--- src/rtl/coin_input_conditioner_pkg.sv ---
// Shared types and constants for the coin input conditioner.
// Arbiter state encoding and coin channel count.
package coin_input_conditioner_pkg;

  localparam int NUM_COINS = 3;

  typedef enum logic [1:0] {
    ST_IDLE = 2'd0,
    ST_EMIT = 2'd1,
    ST_GAP  = 2'd2
  } arb_state_e;

  function automatic logic multi_hot(
    input logic [NUM_COINS-1:0] v
  );
    return (v & (v - 1'b1)) != '0;
  endfunction

endpackage

--- src/rtl/coin_input_conditioner_debounce.sv ---
// One coin channel: 2-flop sync, debounce counter,
// arm-after-low gate and registered rising-edge event.
module coin_debounce #(
  parameter int DEB_CYCLES = 16,
  parameter int CNT_W      = 5
) (
  input  logic clk,
  input  logic rst_n,
  input  logic raw,
  output logic ev
);

  localparam logic [CNT_W-1:0] DEB_LAST =
    CNT_W'(DEB_CYCLES - 1);

  logic             sync1_q, sync2_q;
  logic             stable_q, stable_d;
  logic             prev_q;
  logic [CNT_W-1:0] cnt_q, cnt_d;
  logic             warm_q;
  logic             armed_q, armed_d;
  logic             ev_q, ev_d;

  // Debounce, arming and edge detection.
  // warm_q marks sync1 holding a real sample, so a
  // sensor stuck high through reset never arms.
  always_comb begin
    cnt_d    = '0;
    stable_d = stable_q;
    if (sync2_q != stable_q) begin
      if (cnt_q == DEB_LAST) begin
        stable_d = sync2_q;
      end else begin
        cnt_d = cnt_q + 1'b1;
      end
    end
    armed_d = armed_q |
      (warm_q & ~stable_q & ~sync1_q & ~sync2_q);
    ev_d = stable_q & ~prev_q & armed_q;
  end

  // Channel state registers.
  always_ff @(posedge clk or negedge rst_n) begin
    if (!rst_n) begin
      sync1_q  <= 1'b0;
      sync2_q  <= 1'b0;
      stable_q <= 1'b0;
      prev_q   <= 1'b0;
      cnt_q    <= '0;
      warm_q   <= 1'b0;
      armed_q  <= 1'b0;
      ev_q     <= 1'b0;
    end else begin
      sync1_q  <= raw;
      sync2_q  <= sync1_q;
      stable_q <= stable_d;
      prev_q   <= stable_q;
      cnt_q    <= cnt_d;
      warm_q   <= 1'b1;
      armed_q  <= armed_d;
      ev_q     <= ev_d;
    end
  end

  assign ev = ev_q;

endmodule

--- src/rtl/coin_input_conditioner.sv ---
// Coin input conditioner top: three debounced channels
// feeding a single-pulse arbiter with post-event lockout.
module coin_input_conditioner
  import coin_input_conditioner_pkg::*;
#(
  parameter int DEB_CYCLES = 16,
  parameter int CNT_W      = 5,
  parameter int GAP_CYCLES = 4
) (
  input  logic clk,
  input  logic reset,
  input  logic S1,
  input  logic S2,
  input  logic S3,
  output logic B1,
  output logic B2,
  output logic B3,
  output logic REJ,
  output logic BUSY
);

  localparam int GW =
    (GAP_CYCLES > 1) ? $clog2(GAP_CYCLES) : 1;
  localparam logic [GW-1:0] GAP_LAST =
    GW'(GAP_CYCLES - 1);

  logic [NUM_COINS-1:0] raw;
  logic [NUM_COINS-1:0] ev;

  assign raw = {S3, S2, S1};

  for (genvar i = 0; i < NUM_COINS; i++) begin : g_ch
    coin_debounce #(
      .DEB_CYCLES(DEB_CYCLES),
      .CNT_W     (CNT_W)
    ) u_deb (
      .clk  (clk),
      .rst_n(reset),
      .raw  (raw[i]),
      .ev   (ev[i])
    );
  end

  arb_state_e           state_q, state_d;
  logic [GW-1:0]        gcnt_q, gcnt_d;
  logic [NUM_COINS-1:0] b_q, b_d;
  logic                 rej_q, rej_d;

  // Arbiter next state: one pulse per accepted coin,
  // reject on collisions or events during lockout.
  always_comb begin
    state_d = state_q;
    gcnt_d  = gcnt_q;
    b_d     = '0;
    rej_d   = 1'b0;
    unique case (state_q)
      ST_IDLE: begin
        if (multi_hot(ev)) begin
          rej_d   = 1'b1;
          gcnt_d  = '0;
          state_d = ST_GAP;
        end else if (|ev) begin
          b_d     = ev;
          state_d = ST_EMIT;
        end
      end
      ST_EMIT: begin
        rej_d   = |ev;
        gcnt_d  = '0;
        state_d = ST_GAP;
      end
      ST_GAP: begin
        rej_d = |ev;
        if (gcnt_q == GAP_LAST) begin
          state_d = ST_IDLE;
        end else begin
          gcnt_d = gcnt_q + 1'b1;
        end
      end
      default: state_d = ST_IDLE;
    endcase
  end

  // Arbiter state and output registers.
  always_ff @(posedge clk or negedge reset) begin
    if (!reset) begin
      state_q <= ST_IDLE;
      gcnt_q  <= '0;
      b_q     <= '0;
      rej_q   <= 1'b0;
    end else begin
      state_q <= state_d;
      gcnt_q  <= gcnt_d;
      b_q     <= b_d;
      rej_q   <= rej_d;
    end
  end

  assign B1   = b_q[0];
  assign B2   = b_q[1];
  assign B3   = b_q[2];
  assign REJ  = rej_q;
  assign BUSY = (state_q != ST_IDLE);

endmodule

--- config.mk ---
export PLATFORM = sky130hd
export DESIGN_NAME = coin_input_conditioner
export DESIGN_NICKNAME = d
export VERILOG_FILES = /design/src/rtl/coin_input_conditioner_pkg.sv /design/src/rtl/coin_input_conditioner_debounce.sv /design/src/rtl/coin_input_conditioner.sv
export SDC_FILE = /design/constraint.sdc
export NUM_CORES = 1
export LEC_CHECK = 0
export BUFFER_PORTS_ARGS = -buffer_cell sky130_fd_sc_hd__clkbuf_2
export CAP_MARGIN = 20
export CORE_ASPECT_RATIO = 2
export CORE_MARGIN = 2
export CORE_UTILIZATION = 50
export DETAILED_ROUTE_END_ITERATION = 10
export PLACE_DENSITY_LB_ADDON = 0.08
export SETUP_SLACK_MARGIN = 0.02
export SYNTH_ARGS = -nofsm -noshare
export SYNTH_HDL_FRONTEND = slang
export SYNTH_SLANG_ARGS = --single-unit
--- constraint.sdc ---
create_clock -name clk -period 1.8 [get_ports clk]
set_clock_uncertainty 0.05 [all_clocks]
set_input_delay 0.09 -clock clk [delete_from_list [all_inputs] [get_ports clk]]
set_output_delay 0.09 -clock clk [all_outputs]
set_load 0.05 [all_outputs]
==> results of run 1 <==
[worst reg2reg max path: cells and delay by family (launching register included)]
| kind | cells | cell delay, ps |
|---|---|---|
| buf+inv | 2 | 210 |
| flops | 1 | 420 |
| fa+ha+maj | 1 | 190 |
| compound gates | 1 | 410 |
| mux | 1 | 310 |
[routing by layer]
layer	up-vias	global-route usage (%)	part of all wire, %
li1	483	-	-
met1	497	18.80	38
met2	18	26.22	54
met3	10	4.421	2.9
met4	0	11.57	4.9
met5	-	0	0
[report_power, final]
group | switching [mW] | internal, mW
clock network | 0.301 | 0.413
logic | 0.263 | 0.190
registers | 0.0521 | 1.01
total | 0.616 | 1.61
[area by class of cell]
class | count | area share [%]
Sequential cell | 42 | 55.23
Multi-Input combinational cell | 83 | 30.51
Timing Repair Buffer | 14 | 4.865
Clock buffer | 6 | 3.813
Tap cell | 31 | 2.038
Clock inverter | 2 | 1.972
Inverter | 8 | 1.578
[worst paths after layout]
check                                       from                endpoint  slack, ps
max                                   state_q[0]              state_q[0]         90
min                                        reset               gcnt_q[0]        310
max reg2reg                           state_q[0]              state_q[0]         90
min reg2reg                g_ch[1].u_deb.sync1_q   g_ch[1].u_deb.sync2_q        340
max in group asynchronous                  reset  g_ch[2].u_deb.cnt_q[4]        730
min in group clk           g_ch[1].u_deb.sync1_q   g_ch[1].u_deb.sync2_q        340
[registers in the layout, summed over array words and instances (netlist names)]
name                 flops
g_ch.u_deb.cnt_q        15
b_q                      3
g_ch.u_deb.armed_q       3
g_ch.u_deb.ev            3
g_ch.u_deb.prev_q        3
g_ch.u_deb.stable_q      3
g_ch.u_deb.sync1_q       3
g_ch.u_deb.sync2_q       3
gcnt_q                   2
state_q                  2
REJ                      1
g_ch.u_deb.warm_q        1
[logic make-up after synthesis]
kind of cell               after synthesis
and+or+nand+nor                         47
DFF                                     42
AOI/OAI and AO/OA                       11
adders and majority gates               10
xor gates and xnor gates                 9
buffers and inverters                    8
muxes                                    5
other                                    1
[stage by stage]
stage / total power, mW / hold WS (ps)
floorplan: 1.405 / -255.6
global placement: 1.497 / 90.78
detailed placement: 1.530 / 93.22
CTS: 2.264 / 318.2
global route: 2.353 / 356.4
finish: 2.227 / 311.4
[cell usage after synthesis]
library cell,count,area (µm²)
mux2_4,1,15.01
conb_1,1,3.750
ha_1,8,100.1
xor2_1,9,78.83
dfrtp_1,42,1051
nand2_1,3,11.26
o21ai_0,4,20.02
nand3_1,8,40.04
nor4b_1,3,26.28
nor3_1,1,5.000
nor4bb_1,1,10.01
and3_1,3,18.77
mux2_2,3,33.78
and2_2,1,7.510
mux2i_1,1,10.01
o32a_1,1,10.01
or2_1,1,6.260
or2_2,3,18.77
o2111ai_1,1,8.760
o21ba_2,1,10.01
nor2_1,17,63.81
inv_1,8,30.03
and2_1,6,37.54
maj3_1,2,20.02
a21oi_1,2,10.01
o211ai_1,2,15.01
==> flow_summary_export.csv, run 1 <==
group,metric,value,unit
clock_tree,path_clk_slew,70,ps
floorplanning,core.rowCount,29,
pwr,power_density,1170,nW/µm²
timing,fin_crit_sh,95.16,%
logic_synthesis,synth_nets,146,
floorplanning,core_area,3157,µm²
timing,tightestPinTransition,649.6,ps
job,drv_cap,0,
logic_synthesis,ys_ff_latch,42,
clock_tree,cts_setup_buffers,0,
logic_synthesis,synth_area,1662,µm²
layout,synthToLayoutAreaGrowth,14.53,%
layout,fin_util,60.29,%
layout,drive_gt1_share,16.77,%
clock_tree,cts_tree,"yes",
logic_synthesis,synth_xor_area_share,4.744,%
timing,relSlewSlack,56.69,%
timing,setup_viol,0,
logic_synthesis,syn_area_per_cell,12.49,µm²
setup_path,cpMostUsedCell,"inv_1",
placement,dpl-instance-area,1753,µm²
grt,overflow,0,
clock_tree,cts_resized,0,
timing,rsz0062_at_grt,"false",
run_status,status,"complete, no violations",
routing,dr.pass1.iters,4,
worst_hold_path,hold_class,"in -> async",
floorplanning,die_y,85.53,µm
logic_synthesis,yosys.area_share.simple,14.76,%
grt,grt_pass1_vias,1060,
logic_synthesis,synth_cell_types,26,
logic_synthesis,syn_inst,133,
timing,hold_violations,0,
setup_path,critPathBufInv,2,
setup_path,cp_top_family,"flip-flops",
layout,nets,167,
routing,vias,1008,
setup_path,path_cells,"inv_1 > ha_1 > inv_1 > o32a_1 > mux2_4",
setup_path,cp.depth,5,
clock_tree,cts_root_buf,"clkbuf_8",
clock_tree,clk_path_buf_depth,2,
placement,dp_cells,174,
clock_tree,cts-buffers-inserted,5,
routing,wl,2506,µm
clock_tree,hold_buffers,4,
placement,place_congestion,0.7629,
setup_path,path_class,"reg -> reg",
setup_path,crit_slowest_cell,"dfrtp_1",
grt,grt_pass1_wl,4581,µm
setup_path,end_kind,"register",
setup_path,cp_max_fo,6,
layout,final_area,1903,µm²
layout,num_antenna_cells,0,
floorplanning,start_util,52.64,%
logic_synthesis,yosys_warnings,0,
routing,drtIter0Drc,9,
placement,pre_cts_ws,113.3,ps
layout,layout_common_cells,"dfrtp_1, nor2_1, xor2_1, clkbuf_2",
logic_synthesis,synthAdderAreaFrac,7.229,%
logic_synthesis,seq_area_frac_synth,63.25,%
layout,regArea,1051,µm²
timing,fmax,0.5838,GHz
setup_path,reg2reg_depth,5,
clock_tree,insertion_delay,290,ps
pwr,p_leak,0.9637,nW
grt,grt_max_degree,28,
logic_synthesis,synth-compound-area-share,4.443,%
routing,ant_nets,0,
grt,track_usage,16.67,%
setup_path,cpPeakStageDelay,420,ps
setup_path,crit_required,1920,ps
placement,io_buffers,9,
logic_synthesis,synth_mux_area_share,3.539,%
routing,post-route-drc-count,0,
setup_path,cp-start-kind,"register",
pwr,ir_worst_vdd,0.0007745,V
timing,slew_violations,0,
timing,post-route-min-period,1713,ps
layout,fin_cells,186,
placement,dp_hpwl,1838,µm
timing,tns,0,ps
clock_tree,clock_sinks,42,
floorplanning,die_area,3828,µm²
routing,wl_per_cell,13.47,µm
routing,viasPerCell,5.419,
layout,multi_input_area,580.6,µm²
timing,setup_slack,87.16,ps
logic_synthesis,synth_top_family_by_area,"simple AND/OR/NAND/NOR gates",
floorplanning,die_w,44.76,µm
clock_tree,htree_levels,2,
floorplanning,ios,10,
layout,layout_commonest_cell,"dfrtp_1",
grt,antenna_found_initial,0,
layout,nFillCells,267,
setup_path,cp.arrival,1840,ps
Note: power is estimated with default switching activity, not from simulation.
==> run 2, diff against run 1 <==
Settings changed: CORE_UTILIZATION 50 to 29.
==> flow_summary_export.csv, run 2 (synthesis gave the netlist of run 1 again) <==
group,metric,value,unit
setup_path,cp_top_family,"flip-flops",
setup_path,cp.arrival,1780,ps
layout,layout_commonest_cell,"dfrtp_1",
grt,grt_max_degree,26,
setup_path,crit_slowest_cell,"dfrtp_1",
setup_path,cpPeakStageDelay,410,ps
grt,overflow,0,
setup_path,cp-start-kind,"register",
floorplanning,ios,10,
pwr,power_density,1197,nW/µm²
routing,vias,974,
layout,nets,167,
routing,ant_nets,0,
setup_path,cp_max_fo,6,
grt,grt_pass1_vias,978,
layout,num_antenna_cells,0,
placement,io_buffers,9,
setup_path,end_kind,"register",
floorplanning,core_area,5612,µm²
placement,dpl-instance-area,1803,µm²
layout,synthToLayoutAreaGrowth,19.80,%
clock_tree,clock_sinks,42,
setup_path,crit_required,1910,ps
clock_tree,clk_path_buf_depth,2,
setup_path,critPathBufInv,2,
layout,largest_register,"g_ch.u_deb.cnt_q",
setup_path,cpMostUsedCell,"inv_1",
clock_tree,insertion_delay,280,ps
routing,viasPerCell,4.509,
timing,post-route-min-period,1664,ps
setup_path,r2r_start,"state_q[0]",
grt,antenna_found_initial,0,
placement,dp_cells,204,
placement,dp_hpwl,1708,µm
routing,wl,2448,µm
pwr,ir_worst_vdd,0.0007392,V
job,drv_cap,0,
routing,drtIter0Drc,29,
routing,dr.pass1.iters,4,
clock_tree,cts_setup_buffers,0,
layout,fin_cells,216,
timing,rsz0062_at_grt,"false",
setup_path,path_class,"reg -> reg",
timing,hold_violations,0,
placement,place_congestion,0.7338,
setup_path,reg2reg_slack,140,ps
clock_tree,cts-buffers-inserted,5,
timing,fmax,0.6008,GHz
floorplanning,core.rowCount,39,
routing,post-route-drc-count,0,
layout,final_area,1991,µm²
floorplanning,start_util,29.61,%
setup_path,r2r-end,"state_q[0]",
layout,fin_util,35.47,%
timing,slew_violations,0,
floorplanning,die_area,6388,µm²
pwr,p_total,2.382,mW
clock_tree,cts_root_buf,"clkbuf_16",
run_status,status,"complete, no violations",
clock_tree,path_clk_slew,60,ps
pwr,p_leak,0.9908,nW
floorplanning,die_w,57.53,µm
setup_path,reg2reg_depth,5,
worst_hold_path,hold_class,"in -> async",
setup_path,path_cells,"inv_1 > ha_1 > inv_1 > o32a_1 > mux2_4",
clock_tree,htree_levels,2,
grt,grt_pass1_wl,4512,µm
layout,drive_gt1_share,16.77,%
clock_tree,cts_tree,"yes",
floorplanning,die_y,111.0,µm
grt,track_usage,9.376,%
timing,fin_crit_sh,92.47,%
layout,largest_reg_flops,15,
timing,setup_viol,0,
layout,layout_common_cells,"dfrtp_1, nor2_1, xor2_1, clkbuf_2",
routing,wl_per_cell,11.33,µm
==> run 2: cell count changes in the layout (fill, tap and decap cells not counted) <==
| cell | delta |
|---|---|
| buf_12 | +1 |
| buf_4 | -1 |
| bufinv_16 | -1 |
| clkbuf_16 | +5 |
| clkbuf_8 | -4 |
| clkinv_2 | +1 |
| clkinvlp_4 | -1 |
==> run 2: area by class of cell <==
type | count | area, µm²
Clock buffer | 7 | 142.6
Timing Repair Buffer | 14 | 105.1
Tap cell | 61 | 76.32
Inverter | 8 | 30.03
Multi-Input combinational cell | 83 | 580.6
Clock inverter | 1 | 5.005
Fill cell | 539 | 3621
Sequential cell | 42 | 1051
==> run 2: worst max-delay path by stage <==
stage | start | end | cells after the start
6_report | state_q[0] | state_q[0] | 5
3_3_place_gp | state_q[0] | state_q[0] | 5
4_1_cts | state_q[1] | state_q[0] | 5
5_1_grt | state_q[1] | state_q[0] | 5
2_1_floorplan | state_q[0] | state_q[0] | 5
3_5_place_dp | state_q[1] | state_q[0] | 5
==> run 2: routing by layer <==
layer	wire [µm]	vias up	track usage, %
met2	1176	15	13.11
li1	-	487	-
met5	0	-	0
met3	84	6	2.917
met4	83	0	6.977
met1	1104	466	11.82
==> run 2: stage by stage <==
stage          TNS, ps  setup slack [ps]  hold WS [ps]
2_1_floorplan   -8.133            -8.133        -255.6
3_3_place_gp         0             168.5         25.57
3_5_place_dp         0             136.2         20.33
4_1_cts              0             131.5         278.3
5_1_grt              0             47.49         304.8
6_report             0             135.6         261.6
==> run 2: power by group <==
part           leakage [nW]  switching (mW)  internal [mW]
Sequential            0.543          0.0500           1.01
Combinational         0.373           0.250          0.190
Clock                0.0739           0.334          0.549
==> run 2: what timing repair did <==
action	in CTS	in global routing
endpoints found under the hold margin	20	0
setup endpoints to repair	0	0
gates resized for setup	0	0
hold buffers	4	0
